===== config.mk =====
export PLATFORM = sky130hd
export DESIGN_NAME = alu_sequencer_flat
export DESIGN_NICKNAME = d
export VERILOG_FILES = /design/src/rtl/alu_pkg.sv /design/src/rtl/alu_sequencer_if.sv /design/src/rtl/alu_sequencer_alu.sv /design/src/rtl/alu_sequencer.sv /design/src/flat_wrapper.sv
export SDC_FILE = /design/constraint.sdc
export NUM_CORES = 2
export LEC_CHECK = 0
export BUFFER_PORTS_ARGS = -buffer_cell sky130_fd_sc_hd__buf_2
export CELL_PAD_IN_SITES_DETAIL_PLACEMENT = 1
export CELL_PAD_IN_SITES_GLOBAL_PLACEMENT = 1
export CORE_UTILIZATION = 40
export CTS_CLUSTER_SIZE = 30
export DETAILED_ROUTE_END_ITERATION = 10
export GPL_TIMING_DRIVEN = 0
export HOLD_SLACK_MARGIN = 0.03
export PLACE_DENSITY_LB_ADDON = 0.1
export SLEW_MARGIN = 20
export SYNTH_ARGS = -nofsm -noshare
export SYNTH_HDL_FRONTEND = slang
export SYNTH_SLANG_ARGS = --single-unit

===== constraint.sdc =====
create_clock -name clk -period 78.8 [get_ports clk]
set_clock_uncertainty 0.15 [all_clocks]
set_input_delay 15.76 -clock clk [delete_from_list [all_inputs] [get_ports clk]]
set_output_delay 15.76 -clock clk [all_outputs]
set_load 0.05 [all_outputs]

===== src/rtl/alu_pkg.sv =====
// Shared opcode constants, sequencer state encoding and tag helper for the ALU sequencer.
package alu_pkg;

   localparam int OP_W  = 4;
   localparam int TAG_W = 4;

   localparam logic [OP_W-1:0] ALU_ADD = 4'h0;
   localparam logic [OP_W-1:0] ALU_SUB = 4'h1;
   localparam logic [OP_W-1:0] ALU_AND = 4'h2;
   localparam logic [OP_W-1:0] ALU_OR  = 4'h3;
   localparam logic [OP_W-1:0] ALU_XOR = 4'h4;
   localparam logic [OP_W-1:0] ALU_MUL = 4'h5;
   localparam logic [OP_W-1:0] ALU_DIV = 4'h6;

   typedef enum logic [1:0] {
      ST_IDLE,
      ST_EXEC,
      ST_RESP
   } seq_state_e;

   // Tags are a free-running sequence number that wraps 15 -> 0.
   function automatic logic [TAG_W-1:0] next_tag(input logic [TAG_W-1:0] t);
      return t + 1'b1;
   endfunction

endpackage


===== src/rtl/alu_sequencer_if.sv =====
// Command/response handshake bundle between a command producer and the ALU sequencer.
interface alu_sequencer_if #(
   parameter int WIDTH = 16
) ();
   import alu_pkg::*;

   logic              cmd_valid;
   logic              cmd_ready;
   logic [OP_W-1:0]   cmd_op;
   logic [WIDTH-1:0]  cmd_a;
   logic [WIDTH-1:0]  cmd_b;

   logic              rsp_valid;
   logic              rsp_ready;
   logic [WIDTH-1:0]  rsp_result;
   logic [WIDTH-1:0]  rsp_remainder;
   logic              rsp_zero;
   logic [TAG_W-1:0]  rsp_tag;

   modport master (
      output cmd_valid, cmd_op, cmd_a, cmd_b, rsp_ready,
      input  cmd_ready, rsp_valid, rsp_result, rsp_remainder, rsp_zero, rsp_tag
   );

   modport slave (
      input  cmd_valid, cmd_op, cmd_a, cmd_b, rsp_ready,
      output cmd_ready, rsp_valid, rsp_result, rsp_remainder, rsp_zero, rsp_tag
   );

endinterface


===== src/rtl/alu_sequencer_alu.sv =====
// Combinational ALU: add/sub/and/or/xor, multiply (high word on remainder) and unsigned divide.
module alu_sequencer_alu
   import alu_pkg::*;
#(
   parameter int WIDTH = 16
) (
   input  logic [OP_W-1:0]  op,
   input  logic [WIDTH-1:0] a,
   input  logic [WIDTH-1:0] b,
   output logic [WIDTH-1:0] result,
   output logic [WIDTH-1:0] remainder,
   output logic             zero
);

   logic [2*WIDTH-1:0] prod;

   always_comb begin
      prod      = {{WIDTH{1'b0}}, a} * {{WIDTH{1'b0}}, b};
      result    = '0;
      remainder = '0;
      case (op)
         ALU_ADD: result = a + b;
         ALU_SUB: result = a - b;
         ALU_AND: result = a & b;
         ALU_OR:  result = a | b;
         ALU_XOR: result = a ^ b;
         ALU_MUL: begin
            result    = prod[WIDTH-1:0];
            remainder = prod[2*WIDTH-1:WIDTH];
         end
         ALU_DIV: begin
            // Divide by zero saturates the quotient and returns the dividend.
            if (b == '0) begin
               result    = '1;
               remainder = a;
            end else begin
               result    = a / b;
               remainder = a % b;
            end
         end
         default: begin
            result    = '0;
            remainder = '0;
         end
      endcase
      zero = (result == '0);
   end

endmodule


===== src/rtl/alu_sequencer.sv =====
// Queues ALU commands in a small FIFO and runs them one at a time through an
// IDLE -> EXEC -> RESP sequence, returning tagged results in acceptance order.
module alu_sequencer
   import alu_pkg::*;
#(
   parameter int WIDTH = 16,
   parameter int DEPTH = 4
) (
   input  logic            clk,
   input  logic            rst_n,
   alu_sequencer_if.slave  bus,
   output logic            busy
);

   localparam int AW = $clog2(DEPTH);

   typedef struct packed {
      logic [OP_W-1:0]  op;
      logic [WIDTH-1:0] a;
      logic [WIDTH-1:0] b;
      logic [TAG_W-1:0] tag;
   } cmd_t;

   cmd_t             mem_q [DEPTH];
   cmd_t             mem_d [DEPTH];
   logic [AW-1:0]    wr_ptr_q, wr_ptr_d;
   logic [AW-1:0]    rd_ptr_q, rd_ptr_d;
   logic [AW:0]      count_q, count_d;
   logic [TAG_W-1:0] tag_cnt_q, tag_cnt_d;

   seq_state_e       state_q, state_d;
   cmd_t             opnd_q, opnd_d;

   logic [WIDTH-1:0] rsp_result_q, rsp_result_d;
   logic [WIDTH-1:0] rsp_remainder_q, rsp_remainder_d;
   logic             rsp_zero_q, rsp_zero_d;
   logic [TAG_W-1:0] rsp_tag_q, rsp_tag_d;

   logic             fifo_empty;
   logic             fifo_full;
   logic             push;
   logic             pop;

   logic [WIDTH-1:0] alu_result;
   logic [WIDTH-1:0] alu_remainder;
   logic             alu_zero;

   alu_sequencer_alu #(
      .WIDTH(WIDTH)
   ) u_alu (
      .op        (opnd_q.op),
      .a         (opnd_q.a),
      .b         (opnd_q.b),
      .result    (alu_result),
      .remainder (alu_remainder),
      .zero      (alu_zero)
   );

   // Ready is derived from the registered count, so a pop from a full FIFO
   // only re-opens the input on the cycle after the pop edge.
   always_comb begin
      fifo_empty    = (count_q == '0);
      fifo_full     = (count_q == (AW+1)'(DEPTH));
      bus.cmd_ready = rst_n & ~fifo_full;
      push          = bus.cmd_valid & bus.cmd_ready;
      pop           = (state_q == ST_IDLE) & ~fifo_empty;
   end

   always_comb begin
      mem_d     = mem_q;
      wr_ptr_d  = wr_ptr_q;
      rd_ptr_d  = rd_ptr_q;
      count_d   = count_q;
      tag_cnt_d = tag_cnt_q;

      if (push) begin
         mem_d[wr_ptr_q] = '{op: bus.cmd_op, a: bus.cmd_a, b: bus.cmd_b, tag: tag_cnt_q};
         wr_ptr_d        = wr_ptr_q + 1'b1;
         tag_cnt_d       = next_tag(tag_cnt_q);
      end
      if (pop) begin
         rd_ptr_d = rd_ptr_q + 1'b1;
      end

      case ({push, pop})
         2'b10:   count_d = count_q + 1'b1;
         2'b01:   count_d = count_q - 1'b1;
         default: count_d = count_q;
      endcase
   end

   always_comb begin
      state_d         = state_q;
      opnd_d          = opnd_q;
      rsp_result_d    = rsp_result_q;
      rsp_remainder_d = rsp_remainder_q;
      rsp_zero_d      = rsp_zero_q;
      rsp_tag_d       = rsp_tag_q;

      case (state_q)
         ST_IDLE: begin
            if (!fifo_empty) begin
               opnd_d  = mem_q[rd_ptr_q];
               state_d = ST_EXEC;
            end
         end
         ST_EXEC: begin
            rsp_result_d    = alu_result;
            rsp_remainder_d = alu_remainder;
            rsp_zero_d      = alu_zero;
            rsp_tag_d       = opnd_q.tag;
            state_d         = ST_RESP;
         end
         ST_RESP: begin
            if (bus.rsp_ready) begin
               state_d = ST_IDLE;
            end
         end
         default: state_d = ST_IDLE;
      endcase
   end

   always_comb begin
      bus.rsp_valid     = (state_q == ST_RESP);
      bus.rsp_result    = rsp_result_q;
      bus.rsp_remainder = rsp_remainder_q;
      bus.rsp_zero      = rsp_zero_q;
      bus.rsp_tag       = rsp_tag_q;
      busy              = (state_q != ST_IDLE) | ~fifo_empty;
   end

   always_ff @(posedge clk or negedge rst_n) begin
      if (!rst_n) begin
         for (int unsigned i = 0; i < DEPTH; i++) begin
            mem_q[i] <= '0;
         end
         wr_ptr_q        <= '0;
         rd_ptr_q        <= '0;
         count_q         <= '0;
         tag_cnt_q       <= '0;
         state_q         <= ST_IDLE;
         opnd_q          <= '0;
         rsp_result_q    <= '0;
         rsp_remainder_q <= '0;
         rsp_zero_q      <= 1'b0;
         rsp_tag_q       <= '0;
      end else begin
         mem_q           <= mem_d;
         wr_ptr_q        <= wr_ptr_d;
         rd_ptr_q        <= rd_ptr_d;
         count_q         <= count_d;
         tag_cnt_q       <= tag_cnt_d;
         state_q         <= state_d;
         opnd_q          <= opnd_d;
         rsp_result_q    <= rsp_result_d;
         rsp_remainder_q <= rsp_remainder_d;
         rsp_zero_q      <= rsp_zero_d;
         rsp_tag_q       <= rsp_tag_d;
      end
   end

endmodule


===== src/flat_wrapper.sv =====
// flat-port wrapper written by rule: the top's interface ports become plain ports
module alu_sequencer_flat import alu_pkg::*;
#(
   parameter int WIDTH = 16,
   parameter int DEPTH = 4
)
  (clk, rst_n, busy, bus_cmd_valid, bus_cmd_op, bus_cmd_a, bus_cmd_b, bus_rsp_ready, bus_cmd_ready, bus_rsp_valid, bus_rsp_result, bus_rsp_remainder, bus_rsp_zero, bus_rsp_tag);
  alu_sequencer_if #(.WIDTH(WIDTH)) bus_i ();
  input  logic clk;
  input  logic rst_n;
  output logic busy;
  input wire logic [$bits(bus_i.cmd_valid)-1:0] bus_cmd_valid;
  input wire logic [$bits(bus_i.cmd_op)-1:0] bus_cmd_op;
  input wire logic [$bits(bus_i.cmd_a)-1:0] bus_cmd_a;
  input wire logic [$bits(bus_i.cmd_b)-1:0] bus_cmd_b;
  input wire logic [$bits(bus_i.rsp_ready)-1:0] bus_rsp_ready;
  output wire logic [$bits(bus_i.cmd_ready)-1:0] bus_cmd_ready;
  output wire logic [$bits(bus_i.rsp_valid)-1:0] bus_rsp_valid;
  output wire logic [$bits(bus_i.rsp_result)-1:0] bus_rsp_result;
  output wire logic [$bits(bus_i.rsp_remainder)-1:0] bus_rsp_remainder;
  output wire logic [$bits(bus_i.rsp_zero)-1:0] bus_rsp_zero;
  output wire logic [$bits(bus_i.rsp_tag)-1:0] bus_rsp_tag;
  assign bus_i.cmd_valid = bus_cmd_valid;
  assign bus_i.cmd_op = bus_cmd_op;
  assign bus_i.cmd_a = bus_cmd_a;
  assign bus_i.cmd_b = bus_cmd_b;
  assign bus_i.rsp_ready = bus_rsp_ready;
  assign bus_cmd_ready = bus_i.cmd_ready;
  assign bus_rsp_valid = bus_i.rsp_valid;
  assign bus_rsp_result = bus_i.rsp_result;
  assign bus_rsp_remainder = bus_i.rsp_remainder;
  assign bus_rsp_zero = bus_i.rsp_zero;
  assign bus_rsp_tag = bus_i.rsp_tag;
  alu_sequencer #(.WIDTH(WIDTH), .DEPTH(DEPTH)) u_core (.clk(clk), .rst_n(rst_n), .bus(bus_i), .busy(busy));
endmodule

==> qor.csv <==
stage,metric,value,unit
run_status,status,"complete, no violations",
floorplanning,I/O Pins,80,
synthesis,Seq cells post-synth,250,
sta,final count of pins violating max slew,0,
global_route,largest net degree at the start of global routing,89,
setup_path,Worst R2R End,u_core.bus.rsp_remainder[2]$_DFFE_PN0N_,
global_route,first-pass GRT wire length,169,mm
sta,Least-Margin Pin Slew,1.14,ns
sta,post-layout min period,39.48,ns
cts,H-tree Lvls,1,
min_path,Hold Crit Class,flop to flop,
synthesis,async set or reset register ratio after synthesis,100,%
synthesis,Synth Net Count,3614,
sta,Setup TNS,0,ns
setup_path,Worst Setup SP,u_core.opnd_q[4]$_DFFE_PN0P_,
cells_and_area,synth-to-layout area growth,9.65,%
synthesis,Most used DFF post-synth,dfrtp_1,
cts,Post-CTS Setup Repair Bufs,0,
global_route,routing usage on met1,43.6,%
cts,CTS Hold Bufs,0,
global_route,total track usage,31.9,%
floorplanning,Die H,267,um
drt,1st-pass router iterations,5,
cells_and_area,final net count,3729,
synthesis,number of synthesized flops with an enable pin,0,
setup_path,R2R setup slack,39.32,ns
cts,clock sink count,250,
synthesis,synth unique cells,88,
floorplanning,Initial Utilization,40.6,%
drt,DR vias,24503,
cts,CTS tree,yes,
sta,fin crit share,50.1,%
floorplanning,core area,68900,um^2
drt,First DRT Iteration DRCs,1545,
floorplanning,die width,267,um
cts,clk slew on worst S/H paths,0.07,ns
setup_path,CP max-delay cell,o31ai_1,
setup_path,most frequent CP cell,ha_1,
cells_and_area,"most common cell after layout, fill and taps aside",nand2_1,
sta,final hold viol count,0,
cts,clock buffer depth,3,
cells_and_area,share of layout cells above drive strength 1,12.3,%
sta,RSZ-0062 raised after global routing,false,
global_route,"Most Used Layer, Global Route",met2,
cts,Post-CTS Resized,0,
min_path,worst hold path cell count,2,
global_route,Overflow after GRT,0,
setup_path,CP Max Fanout,22,
global_route,global-route met2 utilization,51.2,%
cts,CTS buffer count,29,
sta,Slew HR,24.0,%
drt,post-DR vias/cell,5.90,
floorplanning,die area,71100,um^2
cts,clk_lat worst skew,0.58,ns
cells_and_area,most frequent cells in the layout,"378 x nand2_1, 297 x ha_1, 291 x inv_1, 250 x dfrtp_1, 233 x nor2_1",
setup_path,crit path to,u_core.bus.rsp_remainder[2]$_DFFE_PN0N_,
synthesis,Syn. warnings,0,
run,Max-Cap Viols,0,
setup_path,Crit Path Category,flop to flop,
drt,DRC,0,
setup_path,CP Capture Type,flop,
setup_path,Worst EP arrival,39.77,ns
cts,Root Buffer,clkbuf_16,
synthesis,Cells after Synth,3080,
global_route,vias in the first global route,26291,
global_route,initial antenna violation count,6,
placed_design,PortBufs,79,
sta,final setup fails,0,
synthesis,fraction of the yosys area taken by sequential cells,22.3,%
synthesis,Post-Synthesis Cell Area,28000,um^2
setup_path,WP data required,79.08,ns
global_route,met3 Usage GRT,4.23,%
setup_path,Worst Setup Start Kind,flop,
setup_path,reg2reg path depth,123,
placed_design,dpl hpwl,89.2,mm
floorplanning,Std-Cell Rows,96,
drt,post-route ant nets,0,
setup_path,largest stage delay on the critical path,0.89,ns
sta,FMAX,25.3,MHz
placed_design,Routability Congestion,0.982,
setup_path,worst r2r src,u_core.opnd_q[4]$_DFFE_PN0P_,
synthesis,"Avg Cell Area, Syn",9.10,um^2
drt,routed wire length,112,mm
drt,post-detailed-route wirelength per cell,27.1,um
Yosys cell counts (all sizes together), types with 14 or more instances:
cell type | number | share of area [%]
nand2 | 378 | 5.1
ha | 297 | 13
inv | 297 | 4.0
dfrtp | 250 | 22
nor2 | 233 | 3.1
fa | 197 | 14
mux2 | 174 | 7.0
o21ai | 155 | 2.8
a21oi | 140 | 2.5
clkbuf | 122 | 1.6
xnor2 | 85 | 2.7
nor3 | 52 | 0.95
a21o | 51 | 1.4
xor2 | 48 | 1.5
o21a | 46 | 1.2
mux4 | 40 | 3.2
nand3 | 38 | 0.70
o211ai | 32 | 0.88
a31oi | 30 | 0.67
nand2b | 29 | 0.65
a211oi | 27 | 0.74
buf | 25 | 0.36
mux2i | 24 | 0.86
or3 | 23 | 0.51
o31ai | 19 | 0.51
and3 | 17 | 0.38
nor2b | 17 | 0.38
a21boi | 15 | 0.40
or2 | 15 | 0.33
a221oi | 14 | 0.44
nand4 | 14 | 0.31
per-layer routing:
metal / up-vias / wire length (um)
met4: 2 / 4890
met2: 714 / 51100
met1: 12681 / 50000
li1: 10928 / -
met5: - / 14
met3: 178 / 6430
kinds of logic after synthesis:
logic type,count (synthesis),share of synthesized area (%)
flip-flops,250,22.3
XOR/XNOR,133,4.16
AO/OA/AOI/OAI,645,15.2
multiplexers,238,11.1
adder cells (fa/ha/maj),494,27.3
buffers and inverters,455,6.12
AND/OR/NAND/NOR,865,13.8
how the worst min path moves through the flow:
stage | from | end | slack (ns)
6_report | u_core.opnd_q[2]$_DFFE_PN0P_ | u_core.bus.rsp_tag[2]$_DFFE_PN0N_ | 0.33
5_1_grt | u_core.opnd_q[0]$_DFFE_PN0P_ | u_core.bus.rsp_tag[0]$_DFFE_PN0N_ | 0.36
4_1_cts | u_core.opnd_q[2]$_DFFE_PN0P_ | u_core.bus.rsp_tag[2]$_DFFE_PN0N_ | 0.33
2_1_floorplan | u_core.opnd_q[0]$_DFFE_PN0P_ | u_core.bus.rsp_tag[0]$_DFFE_PN0N_ | 0.29
3_3_place_gp | u_core.opnd_q[0]$_DFFE_PN0P_ | u_core.bus.rsp_tag[0]$_DFFE_PN0N_ | 0.31
3_5_place_dp | u_core.opnd_q[2]$_DFFE_PN0P_ | u_core.bus.rsp_tag[2]$_DFFE_PN0N_ | 0.31
through the flow:
step	setup slack [ns]	instances	hold slack [ns]	util, %	instance area [um^2]
floorplan	46.28	3080	0.289	-	28000
global placement	40.06	4090	0.311	42.9	29600
detailed placement	39.96	4095	0.313	43.1	29700
CTS	39.74	4149	0.329	44.6	30700
global route	37.07	4150	0.364	44.6	30700
finish	39.32	4151	0.329	44.6	30700
worst max-delay path, delay by kind of cell, from the launching register on:
family / cells / cell delay, ns
AOI/OAI and AO/OA: 60 / 18.30
adders and majority gates: 16 / 5.78
buffers and inverters: 18 / 7.43
DFF: 1 / 0.62
muxes: 3 / 1.31
and+or+nand+nor: 26 / 5.65
area by class of cell:
type	count	area, um^2
fillers	8057	38200
multi-input cells	2375	20100
flip-flops and latches	250	6260
well taps	931	1160
inverters	308	1160
clock buffers	37	806
plain buffers	147	566
repair buffers	84	513
clock inverters	17	199
diodes	2	5.00
flip-flops by register name, summed over array words and instances, names as in the netlist, 2 cells and up:
name,flops
u_core.wr_ptr_q,2
u_core.bus.rsp_remainder,16
u_core.state_q,2
u_core.mem_q,160
u_core.count_q,3
u_core.tag_cnt_q,4
u_core.rd_ptr_q,2
u_core.opnd_q,40
u_core.bus.rsp_tag,4
u_core.bus.rsp_result,16
Power is left out: the tool's default activity adds up to more than one toggle a clock period on the data nets, which glitch-free logic cannot reach.
